### src/rtl/peak_meter_mc.sv
// Per-channel windowed absolute-peak meter over a channel-tagged sample stream.
// Latency: channel 0 result valid the cycle after the window-ending sample.
// Backpressure: results hold on out_ready=0; a window ending mid-emission is dropped with an overrun pulse.
module peak_meter_mc #(
  parameter  int W     = 24,
  parameter  int NCH   = 2,
  parameter  int CNT_W = 10,
  localparam int CW    = (NCH > 1) ? $clog2(NCH) : 1
) (
  input  logic             clk,
  input  logic             rst,
  input  logic [CNT_W-1:0] size,
  input  logic             mode,
  input  logic [W-2:0]     decay,
  input  logic             vin,
  input  logic [CW-1:0]    cin,
  input  logic [W-1:0]     din,
  output logic             vout,
  output logic [CW-1:0]    cout,
  output logic [W-2:0]     dout,
  output logic             last,
  input  logic             out_ready,
  output logic             overrun
);

  localparam logic [CW-1:0] LAST_CH = CW'(NCH - 1);

  typedef enum logic {IDLE, EMIT} state_t;

  state_t           state_q, state_d;
  logic [CW-1:0]    cout_q, cout_d;
  logic [CNT_W-1:0] count_q, count_d, count_inc;
  logic             mode_q, mode_d;
  logic             overrun_q, overrun_d;

  logic [W-2:0] peak_q [NCH];
  logic [W-2:0] peak_d [NCH];
  logic [W-2:0] peak_upd [NCH];
  logic [W-2:0] snap_q [NCH];
  logic [W-2:0] snap_d [NCH];
  logic [W-2:0] held_q [NCH];
  logic [W-2:0] held_d [NCH];
  logic [W-2:0] held_dec [NCH];
  logic [W-2:0] held_new [NCH];

  logic [W-1:0] neg;
  logic [W-2:0] mag;
  logic         sample_ok, frame_end, win_end, final_hs, accept;

  // Absolute value of the incoming sample; the most negative code saturates.
  always_comb begin
    neg = -din;
    mag = din[W-2:0];
    if (din[W-1]) begin
      if (din[W-2:0] == '0) mag = '1;
      else                  mag = neg[W-2:0];
    end
  end

  // Frame / window boundary detection; out-of-range channels are ignored.
  always_comb begin
    sample_ok = vin && (32'(cin) < NCH);
    frame_end = sample_ok && (cin == LAST_CH);
    count_inc = count_q + CNT_W'(1);
    win_end   = frame_end && (count_inc == size);
    final_hs  = (state_q == EMIT) && out_ready && (cout_q == LAST_CH);
    // A window result is only taken when the emitter is free or frees up this cycle.
    accept    = win_end && ((state_q == IDLE) || final_hs);
    overrun_d = win_end && !accept;
    if (win_end)        count_d = '0;
    else if (frame_end) count_d = count_inc;
    else                count_d = count_q;
  end

  // Peak tracking, snapshot capture and held-value decay per channel.
  always_comb begin
    mode_d = accept ? mode : mode_q;
    for (int c = 0; c < NCH; c++) begin
      peak_upd[c] = peak_q[c];
      if (sample_ok && (cin == CW'(c)) && (mag > peak_q[c])) peak_upd[c] = mag;
      peak_d[c]   = win_end ? '0 : peak_upd[c];
      held_dec[c] = (held_q[c] > decay) ? (held_q[c] - decay) : '0;
      held_new[c] = (peak_upd[c] > held_dec[c]) ? peak_upd[c] : held_dec[c];
      snap_d[c]   = accept ? peak_upd[c] : snap_q[c];
      held_d[c]   = accept ? held_new[c] : held_q[c];
    end
  end

  // Output FSM next state: walk channels 0..NCH-1, restart if a window lands on the last handshake.
  always_comb begin
    state_d = state_q;
    cout_d  = cout_q;
    case (state_q)
      IDLE: begin
        if (accept) begin
          state_d = EMIT;
          cout_d  = '0;
        end
      end
      EMIT: begin
        if (out_ready) begin
          if (cout_q == LAST_CH) begin
            cout_d  = '0;
            state_d = accept ? EMIT : IDLE;
          end else begin
            cout_d = cout_q + CW'(1);
          end
        end
      end
      default: begin
        state_d = IDLE;
        cout_d  = '0;
      end
    endcase
  end

  // State registers.
  always_ff @(posedge clk or posedge rst) begin
    if (rst) begin
      state_q   <= IDLE;
      cout_q    <= '0;
      count_q   <= '0;
      mode_q    <= 1'b0;
      overrun_q <= 1'b0;
      for (int c = 0; c < NCH; c++) begin
        peak_q[c] <= '0;
        snap_q[c] <= '0;
        held_q[c] <= '0;
      end
    end else begin
      state_q   <= state_d;
      cout_q    <= cout_d;
      count_q   <= count_d;
      mode_q    <= mode_d;
      overrun_q <= overrun_d;
      for (int c = 0; c < NCH; c++) begin
        peak_q[c] <= peak_d[c];
        snap_q[c] <= snap_d[c];
        held_q[c] <= held_d[c];
      end
    end
  end

  assign vout    = (state_q == EMIT);
  assign cout    = cout_q;
  assign dout    = mode_q ? held_q[cout_q] : snap_q[cout_q];
  assign last    = vout && (cout_q == LAST_CH);
  assign overrun = overrun_q;

endmodule

### config.mk
export PLATFORM = sky130hd
export DESIGN_NAME = peak_meter_mc
export DESIGN_NICKNAME = d
export VERILOG_FILES = /design/src/rtl/peak_meter_mc.sv
export SDC_FILE = /design/constraint.sdc
export NUM_CORES = 1
export LEC_CHECK = 0
export ABC_AREA = 1
export ABC_CLOCK_PERIOD_IN_PS = 10600
export CAP_MARGIN = 20
export CORE_MARGIN = 4
export CORE_UTILIZATION = 66
export DETAILED_ROUTE_END_ITERATION = 10
export PLACE_DENSITY = 0.95
export RECOVER_POWER = 25
export SKIP_LAST_GASP = 1
export SLEW_MARGIN = 25
export SYNTH_ARGS = -nofsm -noshare
export SYNTH_HDL_FRONTEND = slang
export SYNTH_SLANG_ARGS = --single-unit
### constraint.sdc
create_clock -name clk -period 10.6 [get_ports clk]
set_clock_uncertainty 0.15 [all_clocks]
set_input_delay 1.06 -clock clk [delete_from_list [all_inputs] [get_ports clk]]
set_output_delay 1.06 -clock clk [all_outputs]
set_load 0.05 [all_outputs]
### Word-level counts from Yosys, hierarchy flattened

Index checks and enable logic that the tools add are counted.
W data, S select, Z words.

* memory bits (writable): 0
* memories kept: 0
* word-level logic and storage cells: 71
* bits in latches: 0
* register bits: 152
* memory bits (read-only): 0

* equal/unequal tests: 3
* $add $sub $neg: 5
* bitwise logic cells: 3
* multipliers: 0
* reduce and logical (&&, ||, !) cells: 15
* shifts and indexed selects: 0
* multiplexer cells: 27
* divide/modulo/power cells: 0
* $lt $le $gt $ge: 7

Operators by type and width (count)
* $mux W23: 17
* $gt A23 B23 Y1: 6
* $sub A23 B23 Y23: 2
* $logic_not A23 Y1: 1
* $neg A23 Y23: 1
* $mux W10: 2
* $add A10 B1 Y10 const B: 1
* $eq A10 B10 Y1: 1
* $logic_and A1 B1 Y1: 10
* $mux W1: 6
* $ne A2 B2 Y1 const B: 2
* $pmux W1 S2: 2
* $ge A2 B2 Y1 const B: 1
* $not A1 Y1: 2
* $not A1 Y2: 1
* $reduce_and A2 Y1: 1
* $reduce_bool A2 Y1: 1
* $add A1 B1 Y1 const B: 1
* $logic_not A1 Y1: 1
* $logic_or A1 B1 Y1: 1

### Longest topological paths before layout

Gate-level depths: netlist (run 1).

* depth in word-level cells: 8
* mapped depth: 36
* depth with buffers taken out: 35

### Least setup slack after synthesis (run 1)

OpenSTA, ideal clock, no wires.

* path type: input port to flip-flop
* start: input port din[0]
* end: register held_q[45] (netlist name)
* slack: 5.329 ns
* library setup time: 0.117 ns
* arrival: 5.004 ns
* stages: 33
* cell sequence: inv_1 > ha_1 > nand2_1 > nor2_1 > nand2_1 > nor2_1 > nand4_2 > clkbuf_1 > nand3_1 > ha_1 > nand2_1 > inv_1 > nand2_1 > nand2_1 > a21oi_1 > nand2_1 > o21ai_1 > clkbuf_1 > nand2_1 > nand2_1 > ha_1 > nand2_1 > nor2_1 > nand4_1 > nor2_1 > nand2_1 > nand2_1 > nor2_1 > nor2_1 > clkbuf_1 > nand3_1 > nand3_1 > nand2_1

RTL lines
* from (decl): line 17 `input logic [W-1:0] din,`
* to (signal, indexed assignment): line 139 `held_q[c] <= held_d[c];`
* to (decl): line 41 `logic [W-2:0] held_q [NCH];`

==> results of run 1 <==
-- worst max path at each step --
stage,endpoint,slack (ns)
after detailed placement,held_q[3],2.88
after global routing,held_q[3],2.88
after CTS,held_q[3],3.22
final,held_q[17],3.38
after floorplan,count_q[0],5.30
after global placement,held_q[17],3.01
-- cell type report --
class                   instances  area, sq um
repair buffers                100          968
multi-input cells            1792         8970
flip-flops and latches        152         3800
inverters                     282         1060
clock inverters                15          156
well taps                     275          344
fillers                      1737         5300
clock buffers                  17          425
-- metrics by stage --
step / power (mW) / area (sq um) / instances / util / hold WS [ns]
final: 3.49 / 15700 / 2633 / 0.748 / 0.361
after global routing: 3.69 / 15700 / 2633 / 0.748 / 0.378
after CTS: 3.39 / 15700 / 2633 / 0.748 / 0.361
after detailed placement: 2.77 / 15200 / 2601 / 0.721 / 0.346
after global placement: 2.70 / 15100 / 2601 / 0.721 / 0.333
after floorplan: 2.16 / 14100 / 2291 / - / 0.315
-- sequential cells by signal, summed over array words and instances, names as in the netlist --
register,flops
held_q,46
peak_q,46
snap_q,46
count_q,10
cout,1
mode_q,1
overrun,1
vout,1
-- routing by layer --
metal	global-route usage	share of wire	vias up
met2	0.666	0.44	1237
met1	0.535	0.37	7162
met4	0.197	0.057	0
met5	0	0	-
met3	0.113	0.13	242
li1	-	-	7454
-- cell families after synthesis --
family | after synthesis | share of synthesized area
buffers and inverters | 347 | 0.0979
and+or+nand+nor | 1390 | 0.407
DFF | 152 | 0.269
AOI/OAI and AO/OA | 252 | 0.0943
adders and majority gates | 142 | 0.127
xor gates and xnor gates | 8 | 0.00496
-- synthesized netlist by cell type, types with 3 or more instances --
cell type	count	area [sq um]
inv_1	278	1040
nor2_1	307	1150
buf_6	4	45.0
nor4_1	4	25.0
dfrtp_1	152	3800
and2_1	3	18.8
o21ai_0	85	425
or2_2	20	125
xnor2_1	3	26.3
a21oi_1	125	626
nand2_1	769	2890
buf_1	3	11.3
nor3_1	9	45.0
xor2_1	5	43.8
buf_2	17	85.1
clkbuf_1	33	124
nand3_1	224	1120
buf_4	8	60.1
nor2_2	6	37.5
nand4_1	23	144
o22ai_1	25	156
ha_1	140	1750
o21bai_1	9	67.6
nand3b_1	21	158
-- placed cells by master, fill, tap and decap left out, types with 3 or more instances in the layout --
cell,synthesis,routed
nor2_2,6,4
nor4_1,4,4
o21bai_1,9,9
inv_8,0,4
inv_6,0,4
nand4_1,23,23
o21ai_0,85,85
xor2_1,5,5
a21oi_1,125,125
nor2_4,1,4
inv_1,278,277
o22ai_1,25,25
clkinvlp_4,0,3
nor3_1,9,9
nand2_1,769,768
nand3_1,224,224
clkinv_8,0,3
nand3b_1,21,21
nor2_1,307,306
dfrtp_1,152,152
and2_1,3,3
or2_2,20,20
buf_4,8,11
clkdlybuf4s50_1,0,87
xnor2_1,3,3
clkbuf_16,0,17
ha_1,140,140
-- worst max-delay path, delay by kind of cell --
kind | cells | cell delay, ns
and+or+nand+nor | 21 | 3.00
buffers and inverters | 6 | 1.45
AOI/OAI and AO/OA | 2 | 0.99
adders and majority gates | 3 | 0.87
-- power breakdown --
part	switching [mW]	internal [mW]	total [mW]
clock	0.304	0.315	0.618
sequential	0.0904	0.703	0.794
combinational	1.43	0.646	2.08
total	1.82	1.66	3.49
==> metrics.txt, run 1 <==
CTS Buf Count 17; Row Count 53; number of global-route vias before repair 15300; Slew headroom -1.88; pin count of the biggest net entering global routing 95; number of buffers inserted by port buffering 89; CORE AREA 21000 sq um; worst path required time 10.76 ns; R2R setup slack 5.03 ns; Post-synth EDFFs 0; sequential-to-total area share from yosys stat 0.269; FF-to-FF End held_q[23]; max-capacitance violation count 1; Total Neg Setup Slack 0 ns; die height 154 um; DRT Pass-1 Iters 7; GRT Total Usage 0.420; Hold Startpoint snap_q[1]; initial antenna violation count 1; Slew Viols, Final 95; crit path kind in2reg; root buf cell clkbuf_16; CP endpoint kind register; dpl hpwl 39000 um; Hold Crit Depth 2; hold worst-path end snap_q[1]; cell area power density 222 nW/um^2; via count 16100; cell mode on critical path nand2_1; total nets after synthesis 2496; maximum buffer depth of the clock tree 2; Synth-to-Final Area Change 11.3%; Worst setup startpoint din[0]; worst-case reg-to-reg path depth 20; Lkg Pwr 8.75 nW; CP Max Fanout 29; Post-Syn Area per Cell 6.17 sq um; CP startpoint kind primary input; CTS resizes 0; Tightest Hold Check Type reg2reg; H-Tree Depth 4; WL/cell 19.1 um; CP max stage delay 0.83 ns; maximum achievable frequency 139 MHz; slew at the pin closest to its max-slew limit 4.29 ns; final hold violations 0; ANT nets after route 0; RSZ-0062 raised after global routing no; CP max-delay cell o21ai_0; IO Pins 90; die area 23800 sq um; Post-CTS Hold Buffers 0; Worst Slack Setup Final 3.38 ns; Synth Instances 2291; status finished, violations left; final setup fails 0; first-pass GRT wire length 79500 um; failing checks max-capacitance violations, max-slew violations; Via density 6.11; Setup Buffers After CTS 0; final worst path period need 7.22 ns; ys async rst share 1.00; total grt overflow 0; CTS tree built; Mapped Area 14100 sq um; Initial Util 0.672; DRC viols 0; #FFs+latches synth 152; CTS sink cnt 152; DP Worst Slack 2.88 ns; CP arrival 7.38 ns; Die W 154 um; NumNets Final 2550; Final Wtd Congestion 1.07; Worst-path clk slew 0.07 ns; Synth Warn # 0; Synth Flop Type dfrtp_1; wirelength, routed 50400 um; reg2reg start held_q[33]; number of library cell types mapped by synthesis 36; Inserted Diodes 0; Peak supply drop 0.000143 V; Initial DRC Count 2025; clock latency on the worst-skew pair 0.44 ns; share of layout cells above drive strength 1 0.0335; Final period util 0.681
Power figures use the tool's default switching activity.
==> run 2, diff against run 1 <==
- ABC_CLOCK_PERIOD_IN_PS: 10600 -> 6100
- CORE_UTILIZATION: 66 -> 56
- PLACE_DENSITY: 0.95 -> 0.91
- clock period: 10.6 -> 6.1 ns (I/O delays scaled with it)
==> run 2 against run 1 <==
- worst hold slack worse by 0.0026 ns
- largest cell class unchanged
- critical path depth is 2 higher
- die area up 17%
- the flow still finishes with violations (max-capacitance violations, max-slew violations)
- sequential cell count unchanged
- global-route usage fell by 7.6 points
- clock-buffer cell count grew 3
- worst setup slack got worse by 2.9 ns
- power grew 73%
- utilization is 9.8 points lower
- critical endpoint is now held_q[20]
- final cell count is 2.6% higher
- non-clock buffer count up 20
==> metrics.txt, run 2 (same netlist as run 1, synthesis figures left out) <==
status finished, violations left; failing checks max-capacitance violations, max-slew violations; Filler cells 2237; ANT nets after route 0; CP startpoint kind primary input; CTS tree built; crit path buf inv count 7; IO Pins 90; Post-CTS Hold Buffers 0; GR Util met2 0.541; Initial Util 0.574; Synth-to-Final Area Change 13.1%; max-capacitance violation count 1; Inserted Diodes 0; H-Tree Depth 4; CP arrival 5.78 ns; CP max-delay cell clkdlybuf4s50_1; Slew Viols, Final 105; first-pass GRT wire length 77600 um; cell mode on critical path nand2_1; number of buffers inserted by port buffering 89; CORE AREA 24600 sq um; GR Util met3 0.0856; RSZ-0062 raised after global routing no; most common cell after layout, fill and taps aside nand2_1; Die W 167 um; Slew headroom -1.77; pin count of the biggest net entering global routing 105; DRC viols 0; die height 167 um; maximum achievable frequency 179 MHz; Row Count 57; Final Core Density 0.650; WL/cell 18.1 um; final hold violations 0; cell area power density 378 nW/um^2; die area 27800 sq um; DRT Pass-1 Iters 6; total grt overflow 0; Via density 5.91; Final period util 0.917; NumNets Final 2570; maximum buffer depth of the clock tree 2; Crit path max-delay family simple AND/OR/NAND/NOR gates; Final Wtd Congestion 1.01; CP max stage delay 0.46 ns; share of layout cells above drive strength 1 0.0421; CP Max Fanout 23; Lkg Pwr 8.87 nW; crit path kind in2reg; slew at the pin closest to its max-slew limit 4.15 ns; dpl hpwl 38200 um; Worst Slack Setup Final 0.504 ns; wirelength, routed 48800 um; Peak supply drop 0.000260 V; commonest non-fill, non-tap cells in the layout nand2_1, nor2_1, inv_1; top flop regs held_q (46), peak_q (46), snap_q (46); CP endpoint kind register; root buf cell clkbuf_16; Initial DRC Count 2149; number of global-route vias before repair 15100; worst path required time 6.28 ns; via count 16000; initial antenna violation count 0; GRT Total Usage 0.344; CTS sink cnt 152; Most Crowded Layer GR met2; Worst-path clk slew 0.07 ns; final worst path period need 5.60 ns; DP Worst Slack -0.135 ns; met1 usage 0.451; final setup fails 0; clock latency on the worst-skew pair 0.44 ns; Tightest Hold Check Type reg2reg; CTS Buf Count 17
## run 2: cell count changes in the layout (fill, tap and decap cells not counted), sizes merged
cell and delta:
buf +19, clkbuf +3, clkdlybuf4s50 +1, clkinv +2
clkinvlp -1, inv -4
## run 2: area by class of cell
cell class | instances | area (sq um) | share of cell area
Multi-Input combinational cell | 1792 | 8980 | 0.562
Sequential cell | 152 | 3800 | 0.238
Timing Repair Buffer | 120 | 1190 | 0.0742
Inverter | 282 | 1060 | 0.0662
Clock buffer | 20 | 467 | 0.0292
Tap cell | 324 | 405 | 0.0253
Clock inverter | 12 | 90.1 | 0.00563
## run 2: through the flow
stage          cell area (sq um)  hold WS [ns]  power (mW)  TNS (ns)  instances
2_1_floorplan              14100         0.315        3.75         0       2291
3_3_place_gp               15400         0.336        4.78         0       2667
3_5_place_dp               15400         0.340        4.87     -1.84       2667
4_1_cts                    15900         0.354        5.92         0       2699
5_1_grt                    16000         0.375        6.46         0       2702
6_report                   16000         0.358        6.04         0       2702
## run 2: power breakdown
| part | switching [mW] | internal (mW) | total [mW] |
|---|---|---|---|
| Sequential | 0.161 | 1.22 | 1.38 |
| Combinational | 2.43 | 1.20 | 3.63 |
| Clock | 0.467 | 0.556 | 1.02 |
| Total | 3.06 | 2.98 | 6.04 |
## run 2: per-layer routing
layer | vias to the layer above | part of all wire | wire (um)
met1 | 7327 | 0.39 | 19000
li1 | 7493 | - | -
met5 | - | 0 | 0
met4 | 0 | 0.049 | 2410
met3 | 157 | 0.12 | 5960
met2 | 994 | 0.44 | 21400
## run 2: path summary, 6_finish.rpt
path / startpoint / to / slack [ns] / depth (start not counted)
worst min register to register: snap_q[10] / snap_q[10] / 0.36 / 2
max in group asynchronous: rst / peak_q[24] / 1.40 / 2
worst min-delay path: snap_q[10] / snap_q[10] / 0.36 / 2
worst max register to register: held_q[5] / held_q[20] / 1.18 / 25
worst max-delay path: din[7] / held_q[20] / 0.50 / 34
min in group asynchronous: rst / held_q[15] / 2.03 / 2
## run 2: timing repair
item                                    CTS  global route
resized for setup                         0             8
endpoints found under the setup margin    0            46
buffers inserted                          0             3
## run 2: worst register-to-register path, cell delays in order, from the launching register on
cell and delay (ns):
dfrtp_1 0.42, ha_1 0.38, nand2_1 0.16, inv_1 0.08, nand2_1 0.05, nand2_1 0.10
inv_1 0.05, nand2_1 0.16, nand2_1 0.09, nand3_1 0.11, nand2_1 0.17, inv_1 0.57
nand3_1 0.29, ha_1 0.36, nand2_1 0.08, nor2_1 0.35, nand2_1 0.10, nor2_1 0.11
nand2_1 0.06, nand3_1 0.07, nand2_1 0.14, inv_1 0.08, buf_4 0.32, nand3_1 0.18
nand3_1 0.10, nand2_1 0.05
==> run 3, diff against run 2 <==
- PLACE_DENSITY: 0.91 -> 0.79
==> run 3 against run 2 <==
- the flow still finishes with violations (max-capacitance violations, max-slew violations)
- largest cell class unchanged
- first-iteration DRC count is 9.3% lower
- highest routed layer unchanged
- final cell count is 0.22% higher
- critical endpoint is now held_q[18]
- sequential cell count unchanged
- sequential power about the same
- power is 2.7% higher
- clock power up 14%
- clock-buffer cell count shrank 3
- worst setup slack improved by 0.024 ns
- sequential share of layout area shrank 0.089 points
==> metrics.txt, run 3 (same netlist as run 1, synthesis figures left out) <==
CTS tree built; CTS Buf Count 17; GRT Total Usage 0.354; CP startpoint kind primary input; Filler cells 2291; RSZ-0062 raised after global routing no; Initial Util 0.574; Slew Viols, Final 99; worst-case reg-to-reg path depth 24; CP endpoint kind register; status finished, violations left; CP max stage delay 0.41 ns; Final Wtd Congestion 1.01; Post-CTS Hold Buffers 0; pin count of the biggest net entering global routing 99; cell area power density 386 nW/um^2; Inserted Diodes 0; Worst setup startpoint din[0]; Placed Cells 2677; final hold violations 0; fin cells 2708; Die W 167 um; Total Neg Setup Slack 0 ns; CP max-delay cell clkdlybuf4s50_1; Tightest Hold Check Type reg2reg; via count 15800; worst setup path endpoint held_q[18]; first-pass GRT wire length 79500 um; maximum achievable frequency 179 MHz; die area 27800 sq um; DRT Pass-1 Iters 6; Final period util 0.913; total grt overflow 0; maximum buffer depth of the clock tree 2; share of layout cells above drive strength 1 0.0440; Via density 5.85; dpl hpwl 39600 um; H-Tree Depth 4; number of global-route vias before repair 15000; die height 167 um; total power 6.20 mW; Slew headroom -1.56; slew at the pin closest to its max-slew limit 3.84 ns; cell mode on critical path nand2_1; failing checks max-capacitance violations, max-slew violations; Synth-to-Final Area Change 13.6%; initial antenna violation count 0; crit path kind in2reg; CP Max Fanout 23; cell area after layout 16100 sq um; ANT nets after route 0; top flop regs held_q (46), peak_q (46), snap_q (46); Row Count 57; final setup fails 0; IO Pins 90; Placement Cell Area 15400 sq um; max-capacitance violation count 1; NumNets Final 2577; root buf cell clkbuf_16; FF-to-FF End held_q[18]; CORE AREA 24600 sq um; CTS sink cnt 152; CP arrival 5.74 ns; Worst-path clk slew 0.07 ns; final worst path period need 5.57 ns; commonest non-fill, non-tap cells in the layout nand2_1, nor2_1, inv_1; Lkg Pwr 8.92 nW; R2R setup slack 1.41 ns; reg2reg start held_q[18]; DRC viols 0; Peak supply drop 0.000252 V; wirelength, routed 50300 um; WL/cell 18.6 um; clock latency on the worst-skew pair 0.43 ns; worst path required time 6.27 ns; final hold slack 0.361 ns; most common cell after layout, fill and taps aside nand2_1; number of buffers inserted by port buffering 89; Initial DRC Count 1949
run 3: cell types whose count changed in the layout (fill, tap and decap cells not counted), moves of 2 or more:
cell,change
buf_12,-4
inv_8,+4
buf_4,+11
clkbuf_8,-3
inv_6,+2
clkinv_2,-3
clkinvlp_4,-2
bufinv_16,+3
clkinv_4,-3
o21ai_0,+2
run 3: metrics by stage:
step,setup slack (ns),util
finish,0.528,0.652
global placement,0.247,0.627
global route,0.0245,0.652
CTS,0.490,0.652
detailed placement,0.0564,0.627
floorplan,1.25,-
run 3: worst min path at each step:
stage,start,slack [ns],cells past startpoint,end
floorplan,held_q[23],0.32,2,held_q[23]
global placement,snap_q[15],0.34,2,snap_q[15]
detailed placement,snap_q[14],0.35,2,snap_q[14]
CTS,snap_q[14],0.36,2,snap_q[14]
global route,snap_q[28],0.38,2,snap_q[28]
finish,snap_q[1],0.36,2,snap_q[1]
run 3: report_power, final:
group / total, mW / leakage [nW] / internal [mW] / switching [mW]
clock network: 1.16 / 0.306 / 0.663 / 0.494
logic: 3.66 / 6.60 / 1.22 / 2.45
registers: 1.38 / 2.01 / 1.22 / 0.157
run 3: area by class of cell:
type                       count  area, sq um  share of cell area
multi-input combinational   1792         8970               0.559
clock inverter                14          203              0.0126
inverter                     282         1060              0.0659
tap                          324          405              0.0253
timing repair buffer         127         1190              0.0740
clock buffer                  17          425              0.0265
sequential                   152         3800               0.237
run 3: routing by layer:
layer	track usage	wire (um)
met1	0.466	20300
met2	0.589	23500
met3	0.0630	4610
met4	0.122	1820
met5	0	0
run 3: worst max-delay path: cells and delay by family:
kind                       cells  cell delay [ns]
AOI/OAI and AO/OA              3             0.67
buffers and inverters          7             1.05
adders and majority gates      3             0.90
and+or+nand+nor               22             2.50
run 3: what timing repair did:
action | CTS | global route
gates resized for setup | 0 | 4
endpoints found under the setup margin | 0 | 46
buffers inserted | 0 | 0
